File: src/rtl/dmem_lsu_if.sv
// Request, memory-port and response signals of the data-memory load/store unit.
// The master modport is the LSU; the slave modport is the core/memory side.
interface dmem_lsu_if #(
   parameter int ADDRESS_WIDTH = 8,
   parameter int ID_WIDTH      = 4
);
   logic                     req_valid;
   logic                     req_ready;
   logic                     req_we;
   logic [ADDRESS_WIDTH-1:0] req_addr;
   logic [32:0]              req_wdata;
   logic [ID_WIDTH-1:0]      req_id;

   logic                     mem_we;
   logic [ADDRESS_WIDTH-1:0] mem_addr;
   logic [32:0]              mem_wdata;
   logic [32:0]              mem_rdata;

   logic                     resp_valid;
   logic                     resp_ready;
   logic                     resp_is_store;
   logic [32:0]              resp_rdata;
   logic [ID_WIDTH-1:0]      resp_id;

   modport master (
      input  req_valid, req_we, req_addr, req_wdata, req_id,
      output req_ready,
      output mem_we, mem_addr, mem_wdata,
      input  mem_rdata,
      output resp_valid, resp_is_store, resp_rdata, resp_id,
      input  resp_ready
   );

   modport slave (
      output req_valid, req_we, req_addr, req_wdata, req_id,
      input  req_ready,
      input  mem_we, mem_addr, mem_wdata,
      output mem_rdata,
      input  resp_valid, resp_is_store, resp_rdata, resp_id,
      output resp_ready
   );
endinterface

File: src/rtl/dmem_lsu.sv
// Load/store requester for the single-port 33-bit data memory; responses appear one cycle after acceptance.
// A 2-entry response buffer absorbs resp_ready stalls; req_ready depends on registered occupancy only.
module dmem_lsu #(
   parameter int ADDRESS_WIDTH = 8,
   parameter int ID_WIDTH      = 4
) (
   input logic        clk,
   input logic        rst,
   dmem_lsu_if.master bus
);
   typedef struct packed {
      logic                is_store;
      logic [32:0]         rdata;
      logic [ID_WIDTH-1:0] id;
   } resp_t;

   logic                inflight_vld_q, inflight_vld_d;
   logic                inflight_st_q, inflight_st_d;
   logic [ID_WIDTH-1:0] inflight_id_q, inflight_id_d;

   resp_t               fifo_q [2];
   logic [1:0]          cnt_q, cnt_d;
   logic                wptr_q, wptr_d;
   logic                rptr_q, rptr_d;

   logic                accept;
   logic                fifo_empty;
   logic                bypass;
   logic                push;
   logic                pop;
   logic                out_vld;
   resp_t               inflight_ent;
   resp_t               out_ent;
   logic [ADDRESS_WIDTH-1:0] issue_addr;

   // Occupancy counts the in-flight slot, so at most two responses are ever outstanding.
   assign bus.req_ready = !rst && (({1'b0, cnt_q} + {2'b00, inflight_vld_q}) <= 3'd1);
   assign accept        = bus.req_valid & bus.req_ready;

   assign issue_addr    = bus.req_addr;
   assign bus.mem_addr  = issue_addr;
   assign bus.mem_wdata = bus.req_wdata;
   assign bus.mem_we    = accept & bus.req_we;

   always_comb begin
      inflight_ent          = '0;
      inflight_ent.is_store = inflight_st_q;
      inflight_ent.rdata    = inflight_st_q ? 33'd0 : bus.mem_rdata;
      inflight_ent.id       = inflight_id_q;
   end

   assign fifo_empty = (cnt_q == 2'd0);
   assign bypass     = fifo_empty & inflight_vld_q;

   // Buffered entries always win so responses stay in acceptance order.
   always_comb begin
      out_ent = '0;
      out_vld = 1'b0;
      if (!rst) begin
         if (!fifo_empty) begin
            out_ent = fifo_q[rptr_q];
            out_vld = 1'b1;
         end else if (inflight_vld_q) begin
            out_ent = inflight_ent;
            out_vld = 1'b1;
         end
      end
   end

   assign bus.resp_valid    = out_vld;
   assign bus.resp_is_store = out_ent.is_store;
   assign bus.resp_rdata    = out_ent.rdata;
   assign bus.resp_id       = out_ent.id;

   // An unconsumed bypass is captured so later mem_rdata changes cannot disturb it.
   assign pop  = out_vld & !fifo_empty & bus.resp_ready;
   assign push = inflight_vld_q & !(bypass & bus.resp_ready);

   always_comb begin
      inflight_vld_d = accept;
      inflight_st_d  = accept ? bus.req_we : inflight_st_q;
      inflight_id_d  = accept ? bus.req_id : inflight_id_q;
      wptr_d         = push ? ~wptr_q : wptr_q;
      rptr_d         = pop ? ~rptr_q : rptr_q;
      case ({push, pop})
         2'b10:   cnt_d = cnt_q + 2'd1;
         2'b01:   cnt_d = cnt_q - 2'd1;
         default: cnt_d = cnt_q;
      endcase
   end

   always_ff @(posedge clk) begin
      if (rst) begin
         inflight_vld_q <= 1'b0;
         inflight_st_q  <= 1'b0;
         inflight_id_q  <= '0;
         cnt_q          <= 2'd0;
         wptr_q         <= 1'b0;
         rptr_q         <= 1'b0;
         fifo_q[0]      <= '0;
         fifo_q[1]      <= '0;
      end else begin
         inflight_vld_q <= inflight_vld_d;
         inflight_st_q  <= inflight_st_d;
         inflight_id_q  <= inflight_id_d;
         cnt_q          <= cnt_d;
         wptr_q         <= wptr_d;
         rptr_q         <= rptr_d;
         if (push) begin
            fifo_q[wptr_q] <= inflight_ent;
         end
      end
   end
endmodule

File: src/flat_wrapper.sv
// flat-port wrapper written by rule: the top's interface ports become plain ports
module dmem_lsu_flat 
#(
   parameter int ADDRESS_WIDTH = 8,
   parameter int ID_WIDTH      = 4
)
  (clk, rst, bus_req_valid, bus_req_we, bus_req_addr, bus_req_wdata, bus_req_id, bus_req_ready, bus_mem_we, bus_mem_addr, bus_mem_wdata, bus_mem_rdata, bus_resp_valid, bus_resp_is_store, bus_resp_rdata, bus_resp_id, bus_resp_ready);
  dmem_lsu_if #(.ADDRESS_WIDTH(ADDRESS_WIDTH), .ID_WIDTH(ID_WIDTH)) bus_i ();
  input logic clk;
  input logic rst;
  input wire logic [$bits(bus_i.req_valid)-1:0] bus_req_valid;
  input wire logic [$bits(bus_i.req_we)-1:0] bus_req_we;
  input wire logic [$bits(bus_i.req_addr)-1:0] bus_req_addr;
  input wire logic [$bits(bus_i.req_wdata)-1:0] bus_req_wdata;
  input wire logic [$bits(bus_i.req_id)-1:0] bus_req_id;
  output wire logic [$bits(bus_i.req_ready)-1:0] bus_req_ready;
  output wire logic [$bits(bus_i.mem_we)-1:0] bus_mem_we;
  output wire logic [$bits(bus_i.mem_addr)-1:0] bus_mem_addr;
  output wire logic [$bits(bus_i.mem_wdata)-1:0] bus_mem_wdata;
  input wire logic [$bits(bus_i.mem_rdata)-1:0] bus_mem_rdata;
  output wire logic [$bits(bus_i.resp_valid)-1:0] bus_resp_valid;
  output wire logic [$bits(bus_i.resp_is_store)-1:0] bus_resp_is_store;
  output wire logic [$bits(bus_i.resp_rdata)-1:0] bus_resp_rdata;
  output wire logic [$bits(bus_i.resp_id)-1:0] bus_resp_id;
  input wire logic [$bits(bus_i.resp_ready)-1:0] bus_resp_ready;
  assign bus_i.req_valid = bus_req_valid;
  assign bus_i.req_we = bus_req_we;
  assign bus_i.req_addr = bus_req_addr;
  assign bus_i.req_wdata = bus_req_wdata;
  assign bus_i.req_id = bus_req_id;
  assign bus_req_ready = bus_i.req_ready;
  assign bus_mem_we = bus_i.mem_we;
  assign bus_mem_addr = bus_i.mem_addr;
  assign bus_mem_wdata = bus_i.mem_wdata;
  assign bus_i.mem_rdata = bus_mem_rdata;
  assign bus_resp_valid = bus_i.resp_valid;
  assign bus_resp_is_store = bus_i.resp_is_store;
  assign bus_resp_rdata = bus_i.resp_rdata;
  assign bus_resp_id = bus_i.resp_id;
  assign bus_i.resp_ready = bus_resp_ready;
  dmem_lsu #(.ADDRESS_WIDTH(ADDRESS_WIDTH), .ID_WIDTH(ID_WIDTH)) u_core (.clk(clk), .rst(rst), .bus(bus_i));
endmodule
File: config.mk
export PLATFORM = sky130hd
export DESIGN_NAME = dmem_lsu_flat
export DESIGN_NICKNAME = d
export VERILOG_FILES = /design/src/rtl/dmem_lsu_if.sv /design/src/rtl/dmem_lsu.sv /design/src/flat_wrapper.sv
export SDC_FILE = /design/constraint.sdc
export NUM_CORES = 1
export LEC_CHECK = 0
export ABC_CLOCK_PERIOD_IN_PS = 6200
export BUFFER_PORTS_ARGS = -buffer_cell sky130_fd_sc_hd__buf_2
export CORE_ASPECT_RATIO = 1.4
export CORE_MARGIN = 1
export CORE_UTILIZATION = 50
export DETAILED_ROUTE_END_ITERATION = 10
export PLACE_DENSITY = 0.89
export SYNTH_ARGS = -nofsm -noshare
export SYNTH_HDL_FRONTEND = slang
export SYNTH_SLANG_ARGS = --single-unit
File: constraint.sdc
create_clock -name clk -period 6.2 [get_ports clk]
set_input_delay 0.31 -clock clk [delete_from_list [all_inputs] [get_ports clk]]
set_output_delay 0.31 -clock clk [all_outputs]
set_load 0.05 [all_outputs]
==> results.py, run 1 <==
metrics = {
    "setup_path": {
        "setup.worst_path.class": "flop to primary output",
        "cp.arrival_ns": 3.05,
        "cp_data_required_time_ns": 5.89,
        "start_kind": "flop",
        "cp_max_fo": 32,
        "end_kind": "primary output",
    },
    "sta": {
        "tightest_slew_ns": 1.203,
        "rsz0062_at_grt": "false",
        "period_needed_ns": 3.357,
        "finalWorstSetupSlack_ns": 2.843,
        "fmax_mhz": 297.9,
        "slew_viol_final": 0,
        "finalSetupViolCount": 0,
        "clock_skew_ns": 0.004482,
        "relSlewSlack_pct": 19.72,
        "setup-tns-final_ns": 0,
        "period_share_pct": 54.14,
        "whs_ns": 0.2017,
        "hold_violations": 0,
    },
    "global_route": {
        "track_usage_pct": 21.07,
        "grt_pass1_wl_um": 16650,
        "grt_max_degree": 57,
        "antenna_found_initial": 0,
        "gr-total-overflow": 0,
        "grt_pass1_vias": 3457,
    },
    "cts": {
        "clock-sinks": 87,
        "cts_tree": "yes",
        "ctsLongestPathBuffers": 2,
        "post_cts_resize_count": 0,
        "path_clk_slew_ns": 0.06,
        "htreeDepth": 3,
        "cts_buffers": 9,
        "cts_hold_buf": 0,
        "cts_setup_buffers": 0,
        "cts.root.buffer_cell": "clkbuf_16",
        "insertion_delay_ns": 0.34,
    },
    "drt": {
        "antenna_left": 0,
        "vias_per_cell": 5.677,
        "dr.first_iter.drc_count": 273,
        "dr.pass1.iters": 5,
        "drc": 0,
        "wl_um": 10620,
        "dr_total_vias": 3463,
        "post_drt_wl_per_cell_um": 17.40,
    },
    "min_path": {
        "hold_path_class": "input port to flop",
    },
    "place": {
        "gp_congestion": 0.7871,
        "dp_hpwl_um": 6599,
        "place_ws_ns": 3.083,
        "dpl_cell_area_um2": 5050,
        "portBuffers": 82,
    },
    "yosys": {
        "synth_edf_count": 76,
        "synth_nets": 540,
        "async_flop_share_pct": 0,
        "ys_seq_elements": 87,
        "yosysSeqAreaShare_pct": 50.59,
        "synth-main-ff-cell": "edfxtp_1",
        "yosysWarnings": 0,
        "ys_types": 38,
        "avgSynthCellArea_um2": 10.94,
        "synth_area_um2": 4946,
        "synthesis.instances": 452,
    },
    "power": {
        "powerDensity_nw_per_um2": 303.6,
        "irDropWorstVdd_mv": 0.1520,
        "leakage_nw": 2.104,
    },
    "floorplanning": {
        "start_util_pct": 52.00,
        "fp.dieArea_um2": 10300,
        "die_w_um": 86.06,
        "num_rows": 42,
        "io_pins": 165,
        "die_h_um": 119.7,
        "core_um2": 9512,
    },
    "finish": {
        "final_area_um2": 5319,
        "nets": 562,
        "layout_common_cells": "82 x buf_2, 76 x edfxtp_1, 66 x nor2_1",
        "layout-drive-gt1-share_pct": 31.17,
        "areaGrowthSynthToFinish_pct": 7.539,
        "layout_commonest_cell": "buf_2",
        "n_antenna_cell": 0,
    },
    "status": {
        "status": "finished clean",
    },
    "flow_run": {
        "drv_cap": 0,
    },
}
-- final timing paths --
path | cells past startpoint | from | end | slack (ns)
worst max-delay path | 7 | u_core.inflight_vld_q | bus_mem_we | 2.84
worst min-delay path | 2 | bus_req_id[2] | u_core.inflight_id_q[2] | 0.20
worst max register to register | 3 | u_core.inflight_vld_q | u_core.fifo_q[1][23] | 3.03
worst min register to register | 2 | u_core.rptr_q | u_core.rptr_q | 0.53
-- area by class of cell --
type                       instances  area [µm²]
clock buffer                      14       264.0
clock inverter                     1       5.005
fill                             787        4193
inverter                           5       18.77
multi-input combinational        287        1937
sequential                        87        2504
tap                              132       165.2
timing repair buffer              84       425.4
-- where the power goes --
group	switching, mW	internal [mW]	total [mW]
Clock	0.205	0.291	0.496
Combinational	0.256	0.134	0.390
Sequential	0.0454	0.684	0.729
Total	0.506	1.11	1.61
-- logic make-up after synthesis --
group	after synthesis	share of synthesized area (%)
AND/OR/NAND/NOR	191	21.55
flip-flops	87	50.59
buffers and inverters	78	10.35
multiplexers	48	10.78
AO/OA/AOI/OAI	40	4.933
adder cells (fa/ha/maj)	5	1.265
XOR/XNOR	3	0.5313
-- state kept, by name (all words and copies together) (netlist names), named ones only --
signal,count
u_core.rptr_q,1
u_core.fifo_q,76
u_core.inflight_vld_q,1
u_core.inflight_id_q,4
u_core.wptr_q,1
u_core.cnt_q,2
u_core.inflight_st_q,1
-- metal layers --
layer / vias up / share of wire [%] / track usage (%)
met2: 140 / 51 / 35.37
li1: 1569 / - / -
met5: - / 0 / 0
met1: 1710 / 39 / 23.81
met4: 0 / 4.2 / 13.96
met3: 44 / 6.0 / 4.539
-- critical path: stages, from the launching register on --
cell     delay, ns
dfxtp_1       1.11
ha_1          0.35
inv_1         0.08
ha_1          0.29
nor3b_1       0.30
o21ai_2       0.19
nor2_1        0.11
buf_2         0.27
-- metrics by stage --
stage               utilization, %  power [mW]  instances
floorplan                        -       1.109        452
global placement             53.09       1.111        595
detailed placement           53.09       1.126        595
CTS                          55.92       1.616        610
global route                 55.92       1.670        610
finish                       55.92       1.615        610
-- cells in the mapped netlist, types with 5 or more instances --
cell	number	area share, %
edfxtp_1	76	46
nor2_1	66	5.0
buf_4	44	6.7
mux2_2	42	9.6
and2_1	38	4.8
nand2_1	25	1.9
nand2b_1	23	2.9
a21oi_1	21	2.1
nand4b_1	19	3.4
a22oi_1	14	2.1
buf_2	12	1.2
clkbuf_1	11	0.83
dfxtp_1	11	4.5
mux2i_1	6	1.2
nor2b_1	6	0.76
ha_1	5	1.3
inv_1	5	0.38
Power figures use the tool's default switching activity.
==> inputs of run 2 (changes only) <==
--- a/config.mk
+++ b/config.mk
@@ -5,13 +5,13 @@
 export SDC_FILE = /design/constraint.sdc
 export NUM_CORES = 1
 export LEC_CHECK = 0
-export ABC_CLOCK_PERIOD_IN_PS = 6200
+export ABC_CLOCK_PERIOD_IN_PS = 2900
 export BUFFER_PORTS_ARGS = -buffer_cell sky130_fd_sc_hd__buf_2
 export CORE_ASPECT_RATIO = 1.4
 export CORE_MARGIN = 1
-export CORE_UTILIZATION = 50
+export CORE_UTILIZATION = 46
 export DETAILED_ROUTE_END_ITERATION = 10
-export PLACE_DENSITY = 0.89
+export PLACE_DENSITY = 0.87
 export SYNTH_ARGS = -nofsm -noshare
 export SYNTH_HDL_FRONTEND = slang
 export SYNTH_SLANG_ARGS = --single-unit
==> constraint.sdc (replaced) <==
create_clock -name clk -period 2.9 [get_ports clk]
set_input_delay 0.145 -clock clk [delete_from_list [all_inputs] [get_ports clk]]
set_output_delay 0.145 -clock clk [all_outputs]
set_load 0.05 [all_outputs]
==> results.py, run 2 (synthesis gave the netlist of run 1 again) <==
metrics = {
    "floorplanning": {
        "io_pins": 165,
        "die_w_um": 89.64,
        "fp.dieArea_um2": 11180,
        "start_util_pct": 47.53,
        "num_rows": 44,
        "die_h_um": 124.7,
        "core_um2": 10410,
    },
    "power": {
        "leakage_nw": 2.180,
        "clkPwrFrac_pct": 33.8,
        "intPower_mw": 2.566,
        "power_switching_share_pct": 29.41,
        "p_switching_mw": 1.069,
        "powerDensity_nw_per_um2": 664.7,
        "irDropWorstVdd_mv": 0.3006,
        "seqPwrFrac_pct": 42.1,
        "combPwrFrac_pct": 24.0,
    },
    "drt": {
        "dr.pass1.iters": 4,
        "wl_um": 10290,
        "post_drt_wl_per_cell_um": 16.46,
        "dr.first_iter.drc_count": 221,
        "drc": 0,
        "antenna_left": 0,
        "dr_total_vias": 3400,
        "vias_per_cell": 5.440,
    },
    "min_path": {
        "hold_start": "bus_req_id[1]",
        "hold_path_class": "input port to flop",
    },
    "sta": {
        "hold_violations": 0,
        "setup-tns-final_ns": 0,
        "fmax_mhz": 390.0,
        "finalSetupViolCount": 0,
        "relSlewSlack_pct": 19.40,
        "slew_viol_final": 0,
        "rsz0062_at_grt": "false",
        "clock_skew_ns": 0.005326,
        "period_share_pct": 88.43,
        "period_needed_ns": 2.564,
        "tightest_slew_ns": 1.199,
    },
    "cts": {
        "cts_hold_buf": 0,
        "post_cts_resize_count": 0,
        "cts_setup_buffers": 0,
        "clock-sinks": 87,
        "insertion_delay_ns": 0.33,
        "path_clk_slew_ns": 0.06,
        "cts_buffers": 9,
        "ctsLongestPathBuffers": 2,
        "cts.root.buffer_cell": "clkbuf_16",
        "htreeDepth": 3,
        "cts_tree": "yes",
    },
    "global_route": {
        "grt_max_degree": 39,
        "antenna_found_initial": 0,
        "grt_pass1_wl_um": 15970,
        "gr-total-overflow": 0,
        "track_usage_pct": 18.96,
        "grt_pass1_vias": 3433,
    },
    "setup_path": {
        "start_kind": "flop",
        "crit_start": "u_core.cnt_q[0]",
        "rr_startpoint": "u_core.cnt_q[0]",
        "setup.worst_path.class": "flop to primary output",
        "cp_data_required_time_ns": 2.76,
        "cp.arrival_ns": 2.42,
        "end_kind": "primary output",
        "cp_max_fo": 9,
    },
    "finish": {
        "largest_reg_flops": 76,
        "layout_common_cells": "82 x buf_2, 76 x edfxtp_1, 66 x nor2_1",
        "n_antenna_cell": 0,
        "top_register": "u_core.fifo_q",
        "final_area_um2": 5468,
        "layout_commonest_cell": "buf_2",
        "top_regs": "u_core.fifo_q: 76 flops, u_core.inflight_id_q: 4 flops, u_core.cnt_q: 2 flops",
        "layout-drive-gt1-share_pct": 32.65,
        "areaGrowthSynthToFinish_pct": 10.55,
        "nets": 570,
    },
    "place": {
        "gp_congestion": 0.7349,
        "dpl_cell_area_um2": 5142,
        "dp_hpwl_um": 6876,
        "portBuffers": 82,
    },
    "status": {
        "status": "finished clean",
    },
    "flow_run": {
        "drv_cap": 0,
    },
}
[run 2: routing by layer]
layer	vias to the layer above	GRT usage [%]	share of wire, %
met5	-	0	0
met4	0	11.86	2.6
met3	32	3.777	5.6
met2	133	31.95	52
met1	1647	21.18	40
li1	1588	-	-
[run 2: critical path, stage by stage (launching register included)]
cell and delay [ns]:
dfxtp_1 0.57, ha_1 0.25, inv_1 0.07, ha_1 0.29, nor3b_1 0.32, o21ai_2 0.20, nor2_1 0.12, buf_2 0.27
[run 2: layout make-up]
type / count / area [µm²]
timing repair buffer: 92 / 510.5
clock inverter: 3 / 65.06
multi-input combinational: 287 / 1937
inverter: 5 / 18.77
sequential: 87 / 2504
tap: 138 / 172.7
fill: 887 / 4937
clock buffer: 13 / 260.3
[run 2: power groups by stage]
stage               registers [mW]  clock network (mW)  logic [mW]
floorplan                     1.51                   0       0.862
global placement              1.55                   0       0.851
detailed placement            1.56                   0       0.870
CTS                           1.53                1.25       0.875
global route                  1.54                1.29       0.941
finish                        1.53                1.23       0.873
[run 2: worst paths after layout]
path                                           endpoint  slack [ns]  cells after the start
worst max-delay path                         bus_mem_we        0.34                      7
worst min-delay path            u_core.inflight_id_q[1]        0.04                      2
worst max register to register  u_core.inflight_id_q[3]        0.79                      6
worst min register to register                     flop        0.51                      2
[run 2: metrics by stage]
step           setup slack, ns  hold WS (ns)  utilization (%)  instances  total power [mW]
2_1_floorplan           0.6849        0.2895                -        452             2.371
3_3_place_gp            0.7442        0.2903            49.42        609             2.400
3_5_place_dp            0.6465        0.2903            49.42        609             2.428
4_1_cts                 0.2848       0.02845            52.55        625             3.654
5_1_grt                 0.1523       0.04006            52.55        625             3.774
6_report                0.3357       0.03696            52.55        625             3.634
